## config.mk

```make
export PLATFORM = sky130hd
export DESIGN_NAME = fine_tap_encoder
export DESIGN_NICKNAME = d
export VERILOG_FILES = /design/src/rtl/fine_tap_encoder.sv
export SDC_FILE = /design/constraint.sdc
export NUM_CORES = 1
export LEC_CHECK = 0
export BUFFER_PORTS_ARGS = -buffer_cell sky130_fd_sc_hd__buf_2
export CAP_MARGIN = 10
export CORE_MARGIN = 8
export CORE_UTILIZATION = 28
export CTS_CLUSTER_DIAMETER = 100
export DETAILED_ROUTE_END_ITERATION = 8
export SLEW_MARGIN = 10
export SYNTH_ARGS = -nofsm -noshare
export SYNTH_HDL_FRONTEND = slang
export SYNTH_SLANG_ARGS = --single-unit
```

## constraint.sdc

```tcl
create_clock -name clk -period 3.45 [get_ports clk]
set_input_delay 0.345 -clock clk [delete_from_list [all_inputs] [get_ports clk]]
set_output_delay 0.345 -clock clk [all_outputs]
set_load 0.05 [all_outputs]
```

## src/rtl/fine_tap_encoder.sv

```systemverilog
// Fine delay-line tap encoder: latches Start/Stop thermometer vectors, popcounts them one
// CARRY4 group per cycle and hands the counts over valid/ready. Bubble check: FINE_BUBBLE_CHECK_EN.
module fine_tap_encoder #(
   parameter int unsigned NUM  = 12,
   parameter int unsigned TAPW = $clog2(NUM + 1)
) (
   input  logic            clk,
   input  logic            iRst,
   input  logic [NUM-1:0]  iFFStart,
   input  logic [NUM-1:0]  iFFStop,
   input  logic            iStartCapture,
   input  logic            iStopCapture,
   input  logic            iReady,
   output logic            oValid,
   output logic [TAPW-1:0] oStartTaps,
   output logic [TAPW-1:0] oStopTaps,
   output logic            oBubble,
   output logic            oBusy,
   output logic            oDrop
);

   localparam int unsigned NGRP = NUM / 4;
   localparam int unsigned GW   = (NGRP > 1) ? $clog2(NGRP) : 1;
   localparam logic [GW-1:0] LastGrp = GW'(NGRP - 1);

   typedef enum logic [1:0] {StIdle, StWaitStop, StCount, StHold} state_t;

   state_t          stateQ, stateD;
   logic [NUM-1:0]  startVecQ, startVecD;
   logic [NUM-1:0]  stopVecQ, stopVecD;
   logic [GW-1:0]   grpQ, grpD;
   logic [TAPW-1:0] startAccQ, startAccD;
   logic [TAPW-1:0] stopAccQ, stopAccD;
   logic            dropQ, dropD;

   logic [NUM-1:0]  startShift, stopShift;
   logic [3:0]      startNib, stopNib;

   function automatic logic [2:0] popcnt4(input logic [3:0] v);
      return {2'b00, v[0]} + {2'b00, v[1]} + {2'b00, v[2]} + {2'b00, v[3]};
   endfunction

   assign startShift = startVecQ >> {grpQ, 2'b00};
   assign stopShift  = stopVecQ >> {grpQ, 2'b00};
   assign startNib   = startShift[3:0];
   assign stopNib    = stopShift[3:0];

`ifdef FINE_BUBBLE_CHECK_EN
   logic           bubQ, bubD;
   logic [NUM:0]   startExt, stopExt;
   logic [4:0]     startWin, stopWin;
   logic           grpBubble;

   // Bit below tap 0 reads as 1 so group 0 has no boundary bubble; the window
   // carries the previous group's bit 3 for the cross-group check.
   assign startExt  = {startVecQ, 1'b1} >> {grpQ, 2'b00};
   assign stopExt   = {stopVecQ, 1'b1} >> {grpQ, 2'b00};
   assign startWin  = startExt[4:0];
   assign stopWin   = stopExt[4:0];
   assign grpBubble = (|(startWin[4:1] & ~startWin[3:0])) | (|(stopWin[4:1] & ~stopWin[3:0]));
`endif

   always_comb begin
      stateD    = stateQ;
      startVecD = startVecQ;
      stopVecD  = stopVecQ;
      grpD      = grpQ;
      startAccD = startAccQ;
      stopAccD  = stopAccQ;
      dropD     = 1'b0;
`ifdef FINE_BUBBLE_CHECK_EN
      bubD      = bubQ;
`endif
      unique case (stateQ)
         StIdle: begin
            if (iStartCapture && iStopCapture) begin
               startVecD = iFFStart;
               stopVecD  = iFFStop;
               stateD    = StCount;
            end else if (iStartCapture) begin
               startVecD = iFFStart;
               stateD    = StWaitStop;
            end else if (iStopCapture) begin
               dropD = 1'b1;
            end
         end
         StWaitStop: begin
            if (iStartCapture) begin
               startVecD = iFFStart;
            end
            if (iStopCapture) begin
               stopVecD = iFFStop;
               stateD   = StCount;
            end
         end
         StCount: begin
            dropD     = iStartCapture | iStopCapture;
            startAccD = startAccQ + TAPW'(popcnt4(startNib));
            stopAccD  = stopAccQ + TAPW'(popcnt4(stopNib));
            grpD      = grpQ + 1'b1;
`ifdef FINE_BUBBLE_CHECK_EN
            bubD      = bubQ | grpBubble;
`endif
            if (grpQ == LastGrp) begin
               stateD = StHold;
            end
         end
         StHold: begin
            dropD = iStartCapture | iStopCapture;
            if (iReady) begin
               stateD = StIdle;
            end
         end
      endcase

      // Fresh measurement: clear the walk and the sums as COUNT is entered.
      if (stateQ != StCount && stateD == StCount) begin
         grpD      = '0;
         startAccD = '0;
         stopAccD  = '0;
`ifdef FINE_BUBBLE_CHECK_EN
         bubD      = 1'b0;
`endif
      end
   end

   always_ff @(posedge clk or negedge iRst) begin
      if (!iRst) begin
         stateQ    <= StIdle;
         startVecQ <= '0;
         stopVecQ  <= '0;
         grpQ      <= '0;
         startAccQ <= '0;
         stopAccQ  <= '0;
         dropQ     <= 1'b0;
`ifdef FINE_BUBBLE_CHECK_EN
         bubQ      <= 1'b0;
`endif
      end else begin
         stateQ    <= stateD;
         startVecQ <= startVecD;
         stopVecQ  <= stopVecD;
         grpQ      <= grpD;
         startAccQ <= startAccD;
         stopAccQ  <= stopAccD;
         dropQ     <= dropD;
`ifdef FINE_BUBBLE_CHECK_EN
         bubQ      <= bubD;
`endif
      end
   end

   assign oValid     = (stateQ == StHold);
   assign oBusy      = (stateQ != StIdle);
   assign oStartTaps = startAccQ;
   assign oStopTaps  = stopAccQ;
   assign oDrop      = dropQ;
`ifdef FINE_BUBBLE_CHECK_EN
   assign oBubble    = (stateQ == StHold) & bubQ;
`else
   assign oBubble    = 1'b0;
`endif

endmodule
```

==> impl_metrics.py, run 1 <==
metrics = {
    "timing": {
        "tns_ns": 0,
        "worst_pin_slew_ns": 0.834,
        "whs_ns": 0.146,
        "clock.fmax_mhz": 339,
        "final-hold-violation-count": 0,
        "rsz0062_at_grt": "no",
        "relSlewSlack": 0.444,
        "slew_violations": 0,
        "setup_viol": 0,
        "finClkSkew_ns": 0.00734,
        "period_share": 0.855,
        "layout_min_cycle_time_ns": 2.95,
    },
    "global_routing": {
        "grt_max_degree": 38,
        "grt.total_usage": 0.0883,
        "grt_pass1_wl_um": 7000,
        "antenna_found_initial": 0,
        "globalRouteOverflowTotal": 0,
        "grt_pass1_vias": 1426,
    },
    "clock_network": {
        "clk_pin_slew_ns": 0.08,
        "clock_latency_ns": 0.29,
        "cts_max_path_buffers": 2,
        "holdBufCountCts": 0,
        "clockRootBuffer": "clkbuf_8",
        "cts_made_buffers": 5,
        "cts_resized": 0,
        "cts_tree": "done",
        "cts_sinks": 37,
        "htreeDepth": 2,
        "postCtsSetupBuffers": 0,
    },
    "routing": {
        "wire_per_inst_um": 14.2,
        "route.detailed.drc": 0,
        "dr.pass1.iters": 4,
        "drt_wl_total_um": 4150,
        "drt_iter0_markers": 50,
        "ant_nets": 0,
        "vias": 1240,
        "vias_per_cell": 4.23,
    },
    "cells_and_area": {
        "register_area_um2": 926,
        "num-nets-final": 234,
        "multi_input_comb_area_um2": 951,
        "drive_gt1_frac": 0.396,
        "post-route-util": 0.342,
        "fillers": 687,
        "num_antenna_cells": 0,
        "syn_to_final_growth_pct": 18.6,
        "final_cell_area_mm2": 0.00232,
    },
    "floorplanning": {
        "die_area_mm2": 0.00993,
        "chipHeight_um": 99.7,
        "coreArea_mm2": 0.00679,
        "die_width_um": 99.7,
        "start_util": 0.288,
        "rows": 30,
        "io_pins": 41,
    },
    "logic_synthesis": {
        "synth-seq-cells": 37,
        "synth_most_common_cell": "dfrtp_1",
        "yosysTopAreaCellShare": 0.473,
        "synth-edff-count": 0,
        "avgSynthCellArea_um2": 12.6,
        "synth.distinct_cells": 33,
        "ys_seq_area_frac": 0.473,
        "synth_async_sr_flop_share": 1.00,
        "ys_warn_count": 0,
        "yosys_most_used_dff": "dfrtp_1",
        "synth_cells": 156,
        "syn_nets": 194,
        "netlist_area_mm2": 0.00196,
        "synth_top_area_cell": "dfrtp_1",
        "synthTopCellsByArea": "dfrtp_1, mux2_2, mux2_4",
        "synthTopCellsByCount": "dfrtp_1, mux2_2, mux2i_1, a21oi_1, mux2_4",
    },
    "critical_path": {
        "r2r_cells": 10,
        "crit_buf_inv": 3,
        "reg2reg_to": "oStartTaps[1]",
        "cpMostUsedCell": "fa_1",
        "worstSetupStartpoint": "grpQ[1]",
        "cp_slowest_cell": "fa_1",
        "path_delay_family": "adder cells",
        "path_cells": "buf_4 -> mux2i_1 -> o22ai_1 -> fa_1 -> inv_1 -> fa_1 -> inv_1 -> fa_1 -> a22oi_1 -> o2bb2ai_1",
        "timing.rr.start": "grpQ[1]",
        "cp_slowest_stage_delay_ns": 0.52,
        "reg2reg_slack_ns": 0.50,
        "path_class": "reg2reg",
        "critPathMaxFanout": 8,
        "cp.required_ns": 3.61,
        "crit_path_start_kind": "register",
        "arrival_ns": 3.11,
        "cp-end-kind": "register",
    },
    "power_and_ir_drop": {
        "powerDensity_mw_per_mm2": 1090,
        "p_leak_nw": 1.10,
        "total_power_mw": 2.54,
        "peakVddDrop_uv": 354,
    },
    "hold_path": {
        "hold_class": "in2async",
    },
    "flow_run": {
        "drv_cap": 0,
    },
    "placement": {
        "gp_congestion": 0.747,
        "hpwlAfterDp_um": 3110,
        "portBuffers": 39,
        "place_area_mm2": 0.00224,
    },
    "run_status": {
        "outcome": "finished, final reports clean",
    },
}
==> stage by stage <==
step / setup WS (ns) / cells
2_1_floorplan: 0.723 / 156
3_3_place_gp: 0.610 / 285
3_5_place_dp: 0.488 / 285
4_1_cts: 0.474 / 293
5_1_grt: 0.257 / 293
6_report: 0.501 / 293
==> cell type report <==
| type | count | area share |
|---|---|---|
| clock buffer | 5 | 0.0296 |
| inverter | 8 | 0.0129 |
| sequential | 37 | 0.398 |
| timing repair buffer | 41 | 0.0905 |
| tap | 96 | 0.0517 |
| clock inverter | 3 | 0.00754 |
| multi-input combinational | 103 | 0.409 |
==> where the power goes <==
group	total [mW]	switching, mW	leakage (nW)	internal [mW]
clock	0.294	0.154	0.0439	0.139
sequential	0.850	0.199	0.445	0.652
combinational	1.39	0.745	0.609	0.648
==> cells in the final DEF (no fill, tap or decap), drive strengths merged, types with 6 or more instances in the layout <==
master   synthesis  layout
dfrtp           37      37
buf              7      41
a21oi           11      11
nor2b            8       8
o2bb2ai          6       6
inv              8       8
mux2            24      24
fa               6       6
mux2i           12      12
==> kinds of logic (layout without fill, tap and decap cells) <==
kind of cell	after synthesis	count (layout)	synth area share
compound gates	31	31	0.102
xor+xnor	2	2	0.00894
fa+ha+maj	9	9	0.0805
buf+inv	16	57	0.0421
flops	37	37	0.473
mux	36	36	0.218
other cells	1	1	0.00191
simple gates	24	24	0.0734
==> worst register-to-register path: stages (launching register included) <==
cell	delay (ns)
dfrtp_1	0.49
buf_4	0.23
mux2i_1	0.21
o22ai_1	0.12
fa_1	0.52
inv_1	0.06
fa_1	0.43
inv_1	0.08
fa_1	0.40
a22oi_1	0.19
o2bb2ai_1	0.09
==> routing by layer <==
layer	vias up	GRT usage	wire, µm	share of wire
li1	621	-	-	-
met1	590	0.109	1890	0.45
met2	24	0.144	2060	0.50
met3	5	0.0258	162	0.039
met4	0	0.0279	40	0.0096
met5	-	0	0	0
==> how the worst max path moves through the flow <==
stage	to	slack, ns	depth (start not counted)
after global placement	oStartTaps[1]	0.61	10
after CTS	oStartTaps[1]	0.47	10
after global routing	oStartTaps[1]	0.26	10
final	oStartTaps[1]	0.50	10
after floorplan	oStopTaps[1]	0.72	10
after detailed placement	oStartTaps[1]	0.49	10
Note: power is estimated with default switching activity, not from simulation.
==> run 2: changes to the inputs <==
ABC_AREA = 1   (was unset)
==> impl_metrics.py, run 2 <==
metrics = {
    "logic_synthesis": {
        "synthTopCellsByCount": "nand2_1, dfrtp_1, nor2_1, inv_1",
        "synth_top_area_cell": "dfrtp_1",
        "yosys_most_used_dff": "dfrtp_1",
        "synthTopCellsByArea": "dfrtp_1, nand2_1, mux2_2",
        "syn_nets": 238,
        "ys_seq_area_frac": 0.491,
        "ys_warn_count": 0,
        "synth-edff-count": 0,
        "synth_async_sr_flop_share": 1.00,
        "netlist_area_mm2": 0.00188,
        "avgSynthCellArea_um2": 9.42,
        "synth_cells": 200,
        "yosysTopAreaCellShare": 0.491,
        "synth_most_common_cell": "nand2_1",
        "synth.distinct_cells": 26,
        "synth-seq-cells": 37,
    },
    "floorplanning": {
        "rows": 30,
        "chipHeight_um": 98.0,
        "io_pins": 41,
        "start_util": 0.284,
        "die_width_um": 98.0,
        "die_area_mm2": 0.00961,
        "coreArea_mm2": 0.00664,
    },
    "critical_path": {
        "r2r_cells": 10,
        "path_class": "reg2reg",
        "cp-end-kind": "register",
        "cp_slowest_stage_delay_ns": 0.53,
        "reg2reg_to": "oStopTaps[1]",
        "path_cells": "clkinv_1 -> nor2_1 -> o21ai_0 -> fa_1 -> inv_1 -> fa_1 -> inv_1 -> fa_1 -> nand2_1 -> nand2_1",
        "reg2reg_slack_ns": 0.55,
        "timing.rr.start": "grpQ[0]",
        "arrival_ns": 3.08,
        "critPathMaxFanout": 11,
        "cp_slowest_cell": "dfrtp_1",
        "cpMostUsedCell": "fa_1",
        "crit_path_start_kind": "register",
        "cp.required_ns": 3.63,
    },
    "power_and_ir_drop": {
        "p_sw_frac": 0.465,
        "p_sw_mw": 1.12,
        "internal_power_mw": 1.30,
        "p_leak_nw": 1.16,
        "combPwrFrac": 0.538,
        "pwr-share-clk": 0.122,
        "power_frac_seq": 0.340,
        "peakVddDrop_uv": 302,
        "total_power_mw": 2.42,
        "powerDensity_mw_per_mm2": 1090,
    },
    "routing": {
        "route.detailed.drc": 0,
        "vias": 1423,
        "drt_iter0_markers": 56,
        "ant_nets": 0,
        "drt_wl_total_um": 4260,
        "dr.pass1.iters": 4,
        "wire_per_inst_um": 13.2,
        "vias_per_cell": 4.42,
    },
    "clock_network": {
        "holdBufCountCts": 0,
        "clk_pin_slew_ns": 0.08,
        "cts_max_path_buffers": 2,
        "cts_sinks": 37,
        "htreeDepth": 2,
        "clockRootBuffer": "clkbuf_8",
        "cts_tree": "done",
        "cts_resized": 0,
        "postCtsSetupBuffers": 0,
        "cts_made_buffers": 5,
        "clock_latency_ns": 0.30,
    },
    "cells_and_area": {
        "multi_input_comb_area_um2": 851,
        "fillers": 692,
        "num-nets-final": 279,
        "final_cell_mix": "nand2_1, buf_2, dfrtp_1",
        "syn_to_final_growth_pct": 18.1,
        "num_antenna_cells": 0,
        "post-route-util": 0.335,
        "final_common_cell": "nand2_1",
        "final_cell_area_mm2": 0.00222,
        "register_area_um2": 926,
        "drive_gt1_frac": 0.281,
    },
    "global_routing": {
        "grt_pass1_vias": 1526,
        "globalRouteOverflowTotal": 0,
        "antenna_found_initial": 0,
        "grt_max_degree": 38,
        "grt_pass1_wl_um": 7370,
        "grt.total_usage": 0.0960,
    },
    "placement": {
        "portBuffers": 39,
        "gp_congestion": 0.816,
        "hpwlAfterDp_um": 3220,
        "place_area_mm2": 0.00214,
    },
    "timing": {
        "clock.fmax_mhz": 345,
        "layout_min_cycle_time_ns": 2.90,
        "finClkSkew_ns": 0.0114,
        "final-hold-violation-count": 0,
        "setup_viol": 0,
        "tns_ns": 0,
        "whs_ns": 0.155,
        "period_share": 0.840,
        "worst_pin_slew_ns": 0.849,
        "slew_violations": 0,
        "relSlewSlack": 0.434,
        "rsz0062_at_grt": "no",
    },
    "hold_path": {
        "hold_class": "in2async",
    },
    "flow_run": {
        "drv_cap": 0,
    },
    "run_status": {
        "outcome": "finished, final reports clean",
    },
}
[run 2: cell types whose count changed after synthesis, moves of 5 or more]
cell | previous run | this run
nand2_1 | 4 | 57
o2bb2ai_1 | 6 | 0
nor2_1 | 5 | 17
inv_1 | 8 | 13
nand3_1 | 0 | 10
a21oi_1 | 11 | 5
mux2_4 | 10 | 0
mux2i_1 | 12 | 0
nor2b_1 | 6 | 0
o21ai_0 | 5 | 12
[run 2: area by class of cell]
type	count	share of cell area
sequential	37	0.416
multi-input combinational	140	0.382
timing repair buffer	39	0.0877
tap	80	0.0450
clock buffer	6	0.0326
inverter	18	0.0315
clock inverter	2	0.00450
[run 2: logic make-up after synthesis]
family / after synthesis / synth area share
buffers and inverters: 23 / 0.0571
adder cells (fa/ha/maj): 9 / 0.0837
AND/OR/NAND/NOR: 94 / 0.216
AO/OA/AOI/OAI: 22 / 0.0684
XOR/XNOR: 2 / 0.00930
multiplexers: 12 / 0.0717
flip-flops: 37 / 0.491
other: 1 / 0.00199
[run 2: worst max-delay path: cells and delay by family (launching register included)]
| family | cells | cell delay [ns] |
|---|---|---|
| AOI/OAI and AO/OA | 1 | 0.15 |
| adders and majority gates | 3 | 1.36 |
| buffers and inverters | 3 | 0.47 |
| DFF | 1 | 0.53 |
| and+or+nand+nor | 3 | 0.28 |
[run 2: routing by layer]
metal  GRT usage  vias to the layer above  wire [µm]
li1            -                      719          -
met1       0.117                      664       1990
met2       0.152                       33       1910
met3      0.0363                        7        298
met4      0.0324                        0         56
met5           0                        -          0
[run 2: power by group through the flow]
stage	registers (mW)	logic (mW)	clock network [mW]
4_1_cts	0.820	1.34	0.308
2_1_floorplan	0.931	0.904	0
3_5_place_dp	0.828	1.34	0
5_1_grt	0.852	1.54	0.326
6_report	0.824	1.30	0.296
3_3_place_gp	0.824	1.26	0
[run 2: per-stage QoR]
step                      cells  worst slack (ns)
after global placement      314             0.741
after global routing        322             0.301
after detailed placement    314             0.594
after CTS                   322             0.577
after floorplan             200             0.875
final                       322             0.551
[run 2: worst max-delay path by stage]
stage          startpoint            end  slack, ns  cells after the start
2_1_floorplan     grpQ[0]  oStartTaps[1]       0.87                     11
3_3_place_gp      grpQ[0]   oStopTaps[1]       0.74                     10
3_5_place_dp      grpQ[0]   oStopTaps[1]       0.59                     10
4_1_cts           grpQ[0]   oStopTaps[1]       0.58                     10
5_1_grt           grpQ[0]   oStopTaps[1]       0.30                     10
6_report          grpQ[0]   oStopTaps[1]       0.55                     10
